[config.mk]
export PLATFORM = sky130hd
export DESIGN_NAME = fetch_ctrl
export DESIGN_NICKNAME = d
export VERILOG_FILES = /design/src/rtl/fetch_ctrl.sv
export SDC_FILE = /design/constraint.sdc
export NUM_CORES = 1
export LEC_CHECK = 0
export BUFFER_PORTS_ARGS = -buffer_cell sky130_fd_sc_hd__buf_2
export CORE_ASPECT_RATIO = 0.8
export CORE_MARGIN = 2
export CORE_UTILIZATION = 45
export DETAILED_ROUTE_END_ITERATION = 12
export PLACE_DENSITY = 0.77
export SYNTH_ARGS = -nofsm -noshare
export SYNTH_HDL_FRONTEND = slang
export SYNTH_SLANG_ARGS = --single-unit
export TNS_END_PERCENT = 1
[constraint.sdc]
create_clock -name clk -period 1.8 [get_ports clk]
set_input_delay 0.09 -clock clk [delete_from_list [all_inputs] [get_ports clk]]
set_output_delay 0.09 -clock clk [all_outputs]
set_load 0.01 [all_outputs]
[src/rtl/fetch_ctrl.sv]
// rtl/fetch_ctrl.sv - instruction fetch sequencer: PC next-value, single outstanding fetch, redirect/squash
//
// Ports:
//   clk, reset          : clock, synchronous active-low reset
//   pc                  : current PC register value
//   pc_next             : combinational next PC, loaded by the PC register every cycle
//   imem_req/addr       : fetch request and registered fetch address
//   imem_ready/rdata    : memory completion and instruction word
//   instr/instr_pc      : held instruction word and its address
//   instr_valid/ready   : decoder handshake
//   redirect_valid/target : single-cycle control-flow redirect
//   fault               : sticky misaligned-redirect flag
module fetch_ctrl #(
    parameter logic [31:0] RESET_VECTOR = 32'h0000_0000,
    parameter int unsigned STEP         = 4
) (
    input  logic        clk,
    input  logic        reset,
    input  logic [31:0] pc,
    output logic [31:0] pc_next,
    output logic        imem_req,
    output logic [31:0] imem_addr,
    input  logic        imem_ready,
    input  logic [31:0] imem_rdata,
    output logic [31:0] instr,
    output logic [31:0] instr_pc,
    output logic        instr_valid,
    input  logic        instr_ready,
    input  logic        redirect_valid,
    input  logic [31:0] redirect_target,
    output logic        fault
);

    typedef enum logic [2:0] {
        S_IDLE,
        S_REQ,
        S_HOLD,
        S_SQUASH,
        S_FAULT
    } state_t;

    localparam logic [31:0] STEP_W = 32'(STEP);

    state_t      state_q, state_d;
    logic        imem_req_q, imem_req_d;
    logic [31:0] imem_addr_q, imem_addr_d;
    logic [31:0] instr_q, instr_d;
    logic [31:0] instr_pc_q, instr_pc_d;
    logic        instr_valid_q, instr_valid_d;
    logic        fault_q, fault_d;

    logic        redir_ok;
    logic        redir_bad;
    logic        enter_req;

    assign redir_ok  = redirect_valid && (redirect_target[1:0] == 2'b00);
    assign redir_bad = redirect_valid && (redirect_target[1:0] != 2'b00);

    always_comb begin
        state_d     = state_q;
        imem_addr_d = imem_addr_q;
        instr_d     = instr_q;
        instr_pc_d  = instr_pc_q;
        fault_d     = fault_q;
        pc_next     = pc;
        enter_req   = 1'b0;

        case (state_q)
            S_IDLE: begin
                if (redir_bad) begin
                    fault_d = 1'b1;
                    state_d = S_FAULT;
                end else begin
                    if (redir_ok) pc_next = redirect_target;
                    state_d   = S_REQ;
                    enter_req = 1'b1;
                end
            end

            S_REQ: begin
                if (redir_bad) begin
                    // An outstanding request must still drain before FAULT.
                    fault_d = 1'b1;
                    state_d = imem_ready ? S_FAULT : S_SQUASH;
                end else if (redir_ok) begin
                    pc_next = redirect_target;
                    if (imem_ready) begin
                        // Response is discarded; refetch immediately at the target.
                        state_d   = S_REQ;
                        enter_req = 1'b1;
                    end else begin
                        state_d = S_SQUASH;
                    end
                end else if (imem_ready) begin
                    instr_d    = imem_rdata;
                    instr_pc_d = imem_addr_q;
                    state_d    = S_HOLD;
                end
            end

            S_HOLD: begin
                if (redir_bad) begin
                    fault_d = 1'b1;
                    state_d = S_FAULT;
                end else if (redir_ok) begin
                    // A same-cycle decoder accept still completes; PC takes the target.
                    pc_next   = redirect_target;
                    state_d   = S_REQ;
                    enter_req = 1'b1;
                end else if (instr_ready) begin
                    pc_next   = pc + STEP_W;
                    state_d   = S_REQ;
                    enter_req = 1'b1;
                end
            end

            S_SQUASH: begin
                if (fault_q) begin
                    // Fault pending: only wait for the stale response, ignore redirects.
                    if (imem_ready) state_d = S_FAULT;
                end else if (redir_bad) begin
                    fault_d = 1'b1;
                    if (imem_ready) state_d = S_FAULT;
                end else begin
                    if (redir_ok) pc_next = redirect_target;
                    if (imem_ready) begin
                        // pc already holds the redirect target (or the newer one).
                        state_d   = S_REQ;
                        enter_req = 1'b1;
                    end
                end
            end

            S_FAULT: begin
                state_d = S_FAULT;
            end

            default: begin
                state_d = S_IDLE;
            end
        endcase

        if (enter_req) imem_addr_d = pc_next;

        imem_req_d    = (state_d == S_REQ) || (state_d == S_SQUASH);
        instr_valid_d = (state_d == S_HOLD);

        if (!reset) pc_next = RESET_VECTOR;
    end

    always_ff @(posedge clk) begin
        if (!reset) begin
            state_q       <= S_IDLE;
            imem_req_q    <= 1'b0;
            imem_addr_q   <= 32'h0;
            instr_q       <= 32'h0;
            instr_pc_q    <= 32'h0;
            instr_valid_q <= 1'b0;
            fault_q       <= 1'b0;
        end else begin
            state_q       <= state_d;
            imem_req_q    <= imem_req_d;
            imem_addr_q   <= imem_addr_d;
            instr_q       <= instr_d;
            instr_pc_q    <= instr_pc_d;
            instr_valid_q <= instr_valid_d;
            fault_q       <= fault_d;
        end
    end

    assign imem_req    = imem_req_q;
    assign imem_addr   = imem_addr_q;
    assign instr       = instr_q;
    assign instr_pc    = instr_pc_q;
    assign instr_valid = instr_valid_q;
    assign fault       = fault_q;

endmodule

==> impl_metrics.yaml, run 1 <==
yosys:
  ys_seq_area_share_pct: 32.72
  asyncSetResetFlopFracSynth_pct: 0
  yosys.cell_types.count: 70
  synth_enable_flop_cells: 0
  synthesis.nets: 977
  synth-seq-cells: 102
  synth-warning-count: 0
  synthCells: 875
  avgSynthCellArea_um2: 7.133
  cell_area_after_synthesis_mm2: 0.006241
  ys.flop_type: "sky130_fd_sc_hd__dfxtp_1"
clock_tree:
  insertion_delay_ns: 0.34
  htree_num_levels: 3
  cts.path.max_buffers: 2
  clock_tree.root_cell: "sky130_fd_sc_hd__clkbuf_16"
  number_of_sinks_on_the_clock_net: 102
  cts_tree: "built"
  cts-buffers-inserted: 9
  clk_pin_slew_ns: 0.07
setup_path:
  crit_type: "reg2out"
  timing.critical_path.buf_inv: 3
  critical_path_required_ns: 1.71
  cp_slowest_cell: "sky130_fd_sc_hd__dfxtp_4"
  start_kind: "register"
  worst_path_largest_cell_delay_ns: 0.37
  worst_path_dominant_cell_family: "buffers and inverters"
  timing.critical_path.fanout_max: 6
  arrival_ns: 2.19
  critical_path.most_common_cell: "sky130_fd_sc_hd__o22ai_1"
  worst_setup_path_end_kind: "output port"
  crit_path_cell_trace: "nor4b_4 -> buf_6 -> buf_12 -> mux2i_1 -> o22ai_1 -> o21bai_4 -> nor2_2 -> o22ai_1 -> buf_2"
floorplan:
  placement_rows: 38
  fp.dieArea_mm2: 0.01483
  boundaryPins: 232
  coreArea_mm2: 0.01355
  die_y_um: 109.3
  floorplan.initialDensity_pct: 46.06
  die_width_um: 135.7
power_and_ir_drop:
  power_frac_clock_pct: 29.9
  ir_drop_v: 0.0006154
  power.density_cell_area_mw_per_mm2: 652.6
  power.static_leakage_nw: 4.207
  power.sequential.fraction_pct: 39.7
  combPwrFrac_pct: 30.4
  power_report.internal_total_w: 0.004226
  power.switching_w: 0.002033
  switching_share_pct: 32.48
flow_run:
  maxCapViolations: 0
placement:
  dpl_worst_slack_ns: -0.3439
  numPortBuffers: 231
  finalWeightedCongestion: 0.9958
  post_dp_cell_area_mm2: 0.008637
  dp.final_hpwl_mm: 18.20
grt:
  wire_length_of_the_first_global_routing_pass_mm: 38.25
  grt_start_max_net_pins: 46
  grtUsageTotal_pct: 32.66
  grt.overflow.total: 0
  initial_antenna_violation_count: 0
  number_of_global_route_vias_before_repair: 7424
routing:
  drtAntennaViolNets: 0
  drt-vias-per-instance: 5.723
  post_drt_wl_per_cell_um: 17.87
  drc: 0
  postRouteWirelength_mm: 25.39
  firstDrtPassIters: 5
  drt_iter0_drcs: 830
  route.vias.total: 8133
timing:
  hold_viol_final: 0
  final-setup-viol-count: 41
  postLayoutSetupSlackWorst_ns: -0.4824
  max_freq_mhz: 438.1
  finClkSkew_ns: 0.01055
  timing.hold.ws_ns: 0.01671
  timing.setup.tns_ns: -9.361
  final_critical_period_ns: 2.282
  timing_worst_slew_pin_value_ns: 0.6610
  slew_headroom_pct: 55.87
  final-max-slew-violation-count: 0
  rsz0062_at_grt: "yes"
  finalCritPeriodShare_pct: 126.8
min_path:
  hp-class: "in2reg"
final_layout:
  syn2layout_area_growth_pct: 53.67
  final_area_mm2: 0.009590
  layout-drive-gt1-share_pct: 39.81
  antenna-diode-count: 0
  layout.nets: 1338
status:
  failed_checks: "negative setup slack"
  status: "finished with violations"
## stage by stage
stage	util (%)	std cells	total power (W)
finish	70.78	1421	0.006259
global route	70.78	1421	0.006542
CTS	69.54	1415	0.006186
detailed placement	63.74	1363	0.004225
global placement	63.74	1363	0.004202
floorplan	-	875	0.003352
## worst register-to-register path: cells and delay by family, from the launching register on
family	cells	cell delay, ns
AO/OA/AOI/OAI	3	0.37
AND/OR/NAND/NOR	1	0.32
buffers and inverters	4	0.56
flip-flops	1	0.37
multiplexers	1	0.24
## cells by family (layout without fill, tap and decap cells)
logic type      after synthesis  count (layout)  synth area share (%)
xor+xnor                     13              13                 1.824
flops                       102             102                 32.72
mux                          48              48                 7.839
buf+inv                      92             458                 6.054
fa+ha+maj                     1               1                0.2004
simple gates                321             321                 23.16
compound gates              298             298                 28.21
## cell usage in the layout (no fill, tap or decap), drive strengths merged, types with 10 or more instances in the layout
master,netlist,routed
dlygate4sd3,0,32
mux2i,44,44
nand4,11,11
buf,29,401
nor2,57,57
a211oi,18,18
dfxtp,102,102
o21ai,85,85
inv,8,10
a21oi,120,120
nand3,15,15
nand2,182,182
o22ai,17,17
nor3,20,20
and3,10,10
## sequential cells by signal, indices dropped and copies added (netlist names)
register and flops:
imem_req 1, state_q 3, imem_addr 32, instr 32, instr_valid 1, instr_pc 32
fault 1
## power groups by stage
| stage | Sequential, W | Clock, W | Combinational [W] |
|---|---|---|---|
| floorplan | 0.00256 | 0 | 0.000794 |
| global route | 0.00250 | 0.00200 | 0.00204 |
| finish | 0.00249 | 0.00187 | 0.00190 |
| detailed placement | 0.00253 | 0 | 0.00169 |
| CTS | 0.00248 | 0.00190 | 0.00180 |
| global placement | 0.00253 | 0 | 0.00167 |
## path summary, 6_finish.rpt
path                      from       endpoint  slack (ns)  cells past startpoint
hold / removal           pc[0]   imem_addr[0]        0.02                      3
hold reg to reg   instr_pc[18]   instr_pc[18]        0.45                      2
setup / recovery         fault    pc_next[28]       -0.48                      9
setup reg to reg         fault  imem_addr[26]       -0.15                      9
## metal layers
metal / global-route usage (%) / vias up / share of wire, %
met5: 0 / - / 0
met4: 9.598 / 0 / 2.5
met3: 8.437 / 66 / 10
met2: 54.15 / 456 / 47
met1: 42.17 / 3774 / 41
li1: - / 3837 / -
## Yosys cell counts (2+ instances only)
cell type / n / area [µm²]
sky130_fd_sc_hd__o22ai_1: 17 / 106.4
sky130_fd_sc_hd__nand2_1: 181 / 679.4
sky130_fd_sc_hd__nor2_1: 57 / 214.0
sky130_fd_sc_hd__dfxtp_1: 102 / 2042
sky130_fd_sc_hd__a221oi_1: 3 / 26.28
sky130_fd_sc_hd__o31a_1: 2 / 17.52
sky130_fd_sc_hd__inv_1: 7 / 26.28
sky130_fd_sc_hd__o31ai_1: 2 / 15.01
sky130_fd_sc_hd__nand2b_1: 3 / 18.77
sky130_fd_sc_hd__nor4_4: 2 / 42.54
sky130_fd_sc_hd__a211o_1: 2 / 17.52
sky130_fd_sc_hd__buf_1: 6 / 22.52
sky130_fd_sc_hd__nand4_1: 10 / 62.56
sky130_fd_sc_hd__buf_2: 22 / 110.1
sky130_fd_sc_hd__nor2b_1: 5 / 31.28
sky130_fd_sc_hd__nor3b_1: 4 / 30.03
sky130_fd_sc_hd__clkbuf_1: 53 / 198.9
sky130_fd_sc_hd__o21bai_1: 2 / 15.01
sky130_fd_sc_hd__nand3_1: 15 / 75.07
sky130_fd_sc_hd__o221ai_1: 9 / 78.83
sky130_fd_sc_hd__o21a_1: 3 / 22.52
sky130_fd_sc_hd__a31oi_1: 8 / 50.05
sky130_fd_sc_hd__mux2i_1: 44 / 440.4
sky130_fd_sc_hd__a21o_1: 2 / 15.01
sky130_fd_sc_hd__o311a_1: 2 / 20.02
sky130_fd_sc_hd__and3_1: 9 / 56.30
sky130_fd_sc_hd__xnor2_1: 9 / 78.83
sky130_fd_sc_hd__nor3_1: 19 / 95.09
sky130_fd_sc_hd__a21oi_1: 120 / 600.6
sky130_fd_sc_hd__a311o_1: 2 / 20.02
sky130_fd_sc_hd__xor2_1: 4 / 35.03
sky130_fd_sc_hd__mux2_2: 3 / 33.78
sky130_fd_sc_hd__a211oi_1: 18 / 135.1
sky130_fd_sc_hd__o211ai_1: 2 / 15.01
sky130_fd_sc_hd__o21ba_2: 3 / 30.03
sky130_fd_sc_hd__o21ai_0: 83 / 415.4
sky130_fd_sc_hd__a31o_2: 2 / 17.52
sky130_fd_sc_hd__nor4_1: 6 / 37.54
## cell type report
cell class / instances / area (µm²)
Clock buffer: 9 / 225.2
Multi-Input combinational cell: 681 / 4073
Clock inverter: 7 / 65.06
Timing Repair Buffer: 433 / 2908
Tap cell: 180 / 225.2
Sequential cell: 102 / 2054
Inverter: 9 / 40.04
Fill cell: 1123 / 3960
## timing repair
action                                  4_1_cts  5_1_grt
gates cloned                                  1        0
endpoints found under the setup margin       56       55
buffers inserted                              3        7
endpoints found under the hold margin        32        0
resized for setup                            30       38
hold buffers                                 32        0
pin swaps                                    20       19
(Power assumes the default switching activity.)
==> run 2, diff against run 1 <==
--- a/config.mk
+++ b/config.mk
@@ -7,4 +7,5 @@
 export LEC_CHECK = 0
 export BUFFER_PORTS_ARGS = -buffer_cell sky130_fd_sc_hd__buf_2
+export CAP_MARGIN = 15
 export CORE_ASPECT_RATIO = 0.8
 export CORE_MARGIN = 2
==> constraint.sdc (replaced) <==
create_clock -name clk -period 1.8 [get_ports clk]
set_input_delay 0.45 -clock clk [delete_from_list [all_inputs] [get_ports clk]]
set_output_delay 0.45 -clock clk [all_outputs]
set_load 0.01 [all_outputs]
==> run 2 against run 1 <==
Compared with the run above:
- highest routed layer unchanged
- power grew 3.6%
- largest power group unchanged
- count of clock-buffer cells in the layout rose by 2
- the run still ends with negative setup slack left
- critical path type unchanged
- worst hold slack gained 0.34 ns
==> impl_metrics.yaml, run 2 (same netlist as run 1, synthesis figures left out) <==
setup_path:
  arrival_ns: 2.15
  cp_slowest_cell: "sky130_fd_sc_hd__dfxtp_2"
  worst_path_largest_cell_delay_ns: 0.35
  critical_path_required_ns: 1.35
  timing.critical_path.fanout_max: 5
  worst_path_dominant_cell_family: "compound AO/OA/AOI/OAI gates"
  worst_setup_path_end_kind: "output port"
  crit_path_cell_trace: "buf_4 -> buf_4 -> and3_2 -> o21a_1 -> nor4_4 -> a21o_1 -> a221oi_2 -> buf_2"
  rr_worst_depth: 9
  crit_type: "reg2out"
  cp.depth: 8
  start_kind: "register"
  timing.critical_path.buf_inv: 3
  critical_path.most_common_cell: "sky130_fd_sc_hd__buf_4"
final_layout:
  most-common-layout-cells: "sky130_fd_sc_hd__buf_2, sky130_fd_sc_hd__buf_4, sky130_fd_sc_hd__nand2_1, sky130_fd_sc_hd__a21oi_1, sky130_fd_sc_hd__dfxtp_1"
  fin_cells: 1430
  layout.nets: 1346
  finalCoreUtilization_pct: 71.88
  layout_commonest_cell: "sky130_fd_sc_hd__buf_2"
  syn2layout_area_growth_pct: 56.07
  fill_cells: 1152
  final_area_mm2: 0.009741
  layout-drive-gt1-share_pct: 43.47
clock_tree:
  clk_pin_slew_ns: 0.07
  insertion_delay_ns: 0.33
  htree_num_levels: 3
  holdBufCountCts: 0
  cts-buffers-inserted: 9
  cts_tree: "built"
  number_of_sinks_on_the_clock_net: 102
  cts.path.max_buffers: 2
  clock_tree.root_cell: "sky130_fd_sc_hd__clkbuf_16"
grt:
  grtUsageTotal_pct: 31.65
  grt_util_met1_pct: 42.60
  number_of_global_route_vias_before_repair: 7355
  grt.overflow.total: 0
  global_route.usage.met3_pct: 5.671
  grt_busiest_layer: "met2"
  wire_length_of_the_first_global_routing_pass_mm: 37.20
  grt_start_max_net_pins: 50
  initial_antenna_violation_count: 1
  grt_util_met2_pct: 51.41
power_and_ir_drop:
  ir_drop_v: 0.0006036
  power.static_leakage_nw: 4.308
  switching_share_pct: 29.94
  combPwrFrac_pct: 30.0
  power.density_cell_area_mw_per_mm2: 666.0
  power.sequential.fraction_pct: 38.3
  power.switching_w: 0.001942
  power_frac_clock_pct: 31.7
  power_report.internal_total_w: 0.004545
  fin_total_pwr_w: 0.006487
floorplan:
  floorplan.initialDensity_pct: 46.06
  fp.dieArea_mm2: 0.01483
  coreArea_mm2: 0.01355
  boundaryPins: 232
  die_width_um: 135.7
  placement_rows: 38
  die_y_um: 109.3
routing:
  route.vias.total: 8084
  drtAntennaViolNets: 0
  drt-vias-per-instance: 5.653
  postRouteWirelength_mm: 24.49
  post_drt_wl_per_cell_um: 17.12
  drc: 0
  firstDrtPassIters: 7
  drt_iter0_drcs: 707
flow_run:
  maxCapViolations: 0
timing:
  final-setup-viol-count: 42
  slew_headroom_pct: 63.37
  max_freq_mhz: 384.9
  timing.setup.tns_ns: -21.91
  finalCritPeriodShare_pct: 144.3
  timing_worst_slew_pin_value_ns: 0.5494
  final-max-slew-violation-count: 0
  finClkSkew_ns: 0.005820
  final_critical_period_ns: 2.598
  hold_viol_final: 0
  rsz0062_at_grt: "yes"
  postLayoutSetupSlackWorst_ns: -0.7980
min_path:
  whs_path_depth: 3
  hp-class: "in2reg"
placement:
  finalWeightedCongestion: 0.9628
  dp.final_hpwl_mm: 18.49
  post-place-cells: 1404
  numPortBuffers: 231
  post_dp_cell_area_mm2: 0.008935
status:
  status: "finished with violations"
  failed_checks: "negative setup slack"
-- run 2: metrics by stage --
| step | hold slack [ns] | worst slack, ns |
|---|---|---|
| 6_report | 0.3527 | -0.7980 |
| 5_1_grt | 0.3431 | -0.8482 |
| 4_1_cts | 0.3427 | -0.7463 |
| 3_5_place_dp | 0.4436 | -0.9965 |
| 3_3_place_gp | 0.4388 | -0.9289 |
| 2_1_floorplan | 0.4805 | -0.5262 |
-- run 2: layout make-up --
class	count	area, µm²	area share, %
Multi-Input combinational cell	681	4183	42.94
Timing Repair Buffer	441	2909	29.87
Sequential cell	102	2052	21.07
Clock buffer	11	242.7	2.492
Tap cell	180	225.2	2.312
Clock inverter	5	81.33	0.8349
Inverter	9	45.04	0.4624
Antenna cell	1	2.502	0.02569
-- run 2: power by group through the flow --
| stage | Clock (W) | Sequential, W | Combinational (W) |
|---|---|---|---|
| floorplan | 0 | 0.00256 | 0.000802 |
| global placement | 0 | 0.00253 | 0.00175 |
| detailed placement | 0 | 0.00253 | 0.00177 |
| CTS | 0.00209 | 0.00248 | 0.00186 |
| global route | 0.00219 | 0.00250 | 0.00208 |
| finish | 0.00206 | 0.00249 | 0.00194 |
-- run 2: final timing paths --
| path | from | end | slack (ns) |
|---|---|---|---|
| setup / recovery | state_q[1] | pc_next[30] | -0.80 |
| hold / removal | imem_rdata[25] | instr[25] | 0.35 |
| setup reg to reg | state_q[1] | imem_addr[16] | -0.13 |
| hold reg to reg | instr[28] | instr[28] | 0.45 |
-- run 2: per-layer routing --
| layer | up-vias | share of wire [%] |
|---|---|---|
| met5 | - | 0 |
| met4 | 0 | 3.1 |
| met3 | 65 | 9.4 |
| met2 | 447 | 46 |
| met1 | 3707 | 42 |
| li1 | 3865 | - |
-- run 2: timing repair --
| item | 4_1_cts | 5_1_grt |
|---|---|---|
| cloned | 0 | 0 |
| buffers inserted | 9 | 0 |
| pin swaps | 22 | 11 |
| gates resized for setup | 72 | 42 |
| setup endpoints to repair | 65 | 63 |
-- run 2: tightest hold or removal path, cell delays in order --
cell and delay [ns]:
sky130_fd_sc_hd__buf_2 0.09, sky130_fd_sc_hd__nand2_1 0.04, sky130_fd_sc_hd__a21oi_1 0.05
==> run 3, diff against run 2 <==
CORE_UTILIZATION = 47   (was 45)
CTS_BUF_LIST = sky130_fd_sc_hd__clkbuf_4 sky130_fd_sc_hd__clkbuf_8   (was unset)
PLACE_DENSITY = 0.8   (was 0.77)
==> run 3 against run 2 <==
Compared with the run above:
- the run still ends with negative setup slack left
- critical path depth unchanged
- combinational power rose by 6%
- first-iteration DRC count rose by 22%
- fmax increased by 0.23%
- core utilization increased by 4.7 points
- register-to-register slack worse by 0.33 ns
- cell count unchanged
- non-clock buffer count grew 5
- die area fell by 4.1%
- sequential cell count unchanged
- power is 0.52% higher
- global-route usage grew 3.3 points
- critical endpoint is now pc_next[31]
- largest power group unchanged
==> impl_metrics.yaml, run 3 (same netlist as run 1, synthesis figures left out) <==
status:
  status: "finished with violations"
  failed_checks: "negative setup slack"
clock_tree:
  cts-buffers-inserted: 9
  insertion_delay_ns: 0.36
  cts.path.max_buffers: 2
  clk_pin_slew_ns: 0.10
  cts_tree: "built"
  clock_tree.root_cell: "sky130_fd_sc_hd__clkbuf_8"
  htree_num_levels: 3
  number_of_sinks_on_the_clock_net: 102
power_and_ir_drop:
  fin_total_pwr_w: 0.006521
  power.switching_w: 0.001967
  combPwrFrac_pct: 31.6
  power.sequential.fraction_pct: 38.1
  ir_drop_v: 0.0006651
  power_frac_clock_pct: 30.4
  power_report.internal_total_w: 0.004554
  power.static_leakage_nw: 4.382
  power.density_cell_area_mw_per_mm2: 659.2
  switching_share_pct: 30.17
routing:
  drtAntennaViolNets: 0
  drc: 0
  postRouteWirelength_mm: 26.10
  drt_iter0_drcs: 863
  drt-vias-per-instance: 5.797
  route.vias.total: 8289
  post_drt_wl_per_cell_um: 18.25
  firstDrtPassIters: 5
timing:
  finClkSkew_ns: 0.01029
  rsz0062_at_grt: "yes"
  timing.setup.tns_ns: -22.15
  postLayoutSetupSlackWorst_ns: -0.7919
  timing_worst_slew_pin_value_ns: 0.4238
  max_freq_mhz: 385.8
  hold_viol_final: 0
  slew_headroom_pct: 71.75
  finalCritPeriodShare_pct: 144.0
  final_critical_period_ns: 2.592
  final-max-slew-violation-count: 0
  final-setup-viol-count: 45
final_layout:
  most-common-layout-cells: "sky130_fd_sc_hd__buf_2, sky130_fd_sc_hd__buf_4, sky130_fd_sc_hd__nand2_1, sky130_fd_sc_hd__a21oi_1, sky130_fd_sc_hd__dfxtp_1"
  syn2layout_area_growth_pct: 58.50
  fill_cells: 928
  layout_commonest_cell: "sky130_fd_sc_hd__buf_2"
  finalCoreUtilization_pct: 76.59
  layout-drive-gt1-share_pct: 44.82
  layout.nets: 1351
grt:
  initial_antenna_violation_count: 1
  grt_start_max_net_pins: 47
  grtUsageTotal_pct: 34.98
  grt.overflow.total: 0
  number_of_global_route_vias_before_repair: 7735
  wire_length_of_the_first_global_routing_pass_mm: 39.69
flow_run:
  maxCapViolations: 0
min_path:
  hp-class: "in2reg"
setup_path:
  arrival_ns: 2.14
  critical_path_required_ns: 1.35
  worst_setup_path_end_kind: "output port"
  timing.critical_path.buf_inv: 2
  start_kind: "register"
  cp_slowest_cell: "sky130_fd_sc_hd__dfxtp_4"
  crit_path_cell_trace: "nor4b_4 -> buf_4 -> mux2i_1 -> o22ai_1 -> nor2_1 -> o21bai_4 -> a21oi_2 -> buf_2"
  worst_path_dominant_cell_family: "compound AO/OA/AOI/OAI gates"
  timing.critical_path.fanout_max: 3
  worst_path_largest_cell_delay_ns: 0.37
  crit_type: "reg2out"
placement:
  dp.final_hpwl_mm: 18.42
  numPortBuffers: 231
  finalWeightedCongestion: 0.9800
floorplan:
  floorplan.initialDensity_pct: 48.32
  die_y_um: 107.1
  fp.dieArea_mm2: 0.01422
  boundaryPins: 232
  die_width_um: 132.8
  coreArea_mm2: 0.01292
  placement_rows: 37
## run 3: cell types whose count changed in the layout (fill, tap and decap cells not counted), moves of 3 or more
cell                        change
sky130_fd_sc_hd__buf_6         +17
sky130_fd_sc_hd__buf_4         -16
sky130_fd_sc_hd__clkbuf_16      -9
sky130_fd_sc_hd__clkbuf_8       +8
sky130_fd_sc_hd__a21oi_1        -4
sky130_fd_sc_hd__o21ai_0        -4
sky130_fd_sc_hd__a21oi_2        +3
sky130_fd_sc_hd__bufinv_16      +3
sky130_fd_sc_hd__o21ai_2        +3
## run 3: area by class of cell
cell class              count  area (µm²)  area share [%]
inverters                   9       37.54          0.3795
clock inverters             6       157.7           1.594
repair buffers            446        3035           30.69
multi-input cells         681        4257           43.03
diodes                      1       2.502         0.02530
well taps                 175       219.0           2.214
flip-flops and latches    102        2052           20.74
clock buffers              10       131.4           1.328
## run 3: per-layer routing
metal  track usage (%)  share of wire (%)
met1             44.47                 39
met2             56.92                 46
met3             7.896                 10
met4             15.75                4.8
met5                 0                  0
## run 3: tightest hold or removal path: stages
cell	delay (ns)
sky130_fd_sc_hd__buf_2	0.09
sky130_fd_sc_hd__nand2_1	0.04
sky130_fd_sc_hd__a21oi_1	0.05
## run 3: worst paths after layout
kind,start,end,slack [ns],cells past startpoint
min,imem_rdata[16],instr[16],0.32,3
max reg2reg,fault,imem_addr[23],-0.46,13
max,fault,pc_next[31],-0.79,8
min reg2reg,instr_pc[13],instr_pc[13],0.45,2
## run 3: metrics by stage
step | cell area [µm²] | setup WS, ns | instances | hold WS [ns]
finish | 9892 | -0.7919 | 1430 | 0.3198
global placement | 8818 | -0.8646 | 1386 | 0.4387
floorplan | 6326 | -0.5262 | 875 | 0.4805
detailed placement | 8818 | -0.9267 | 1386 | 0.4439
CTS | 9723 | -0.7294 | 1429 | 0.3040
global route | 9892 | -0.8908 | 1430 | 0.3106
## run 3: repair_timing
action | in CTS | in global routing
hold buffers | 0 | 0
buffers inserted | 26 | 0
gates cloned | 1 | 0
gates resized for setup | 106 | 46
setup endpoints to repair | 64 | 128
pin swaps | 50 | 18
## run 3: power by group through the flow
stage,Sequential [W],Combinational [W],Clock (W)
final,0.00248,0.00206,0.00198
after global routing,0.00249,0.00218,0.00210
after CTS,0.00248,0.00194,0.00199
after detailed placement,0.00252,0.00175,0
after global placement,0.00252,0.00173,0
after floorplan,0.00256,0.000802,0
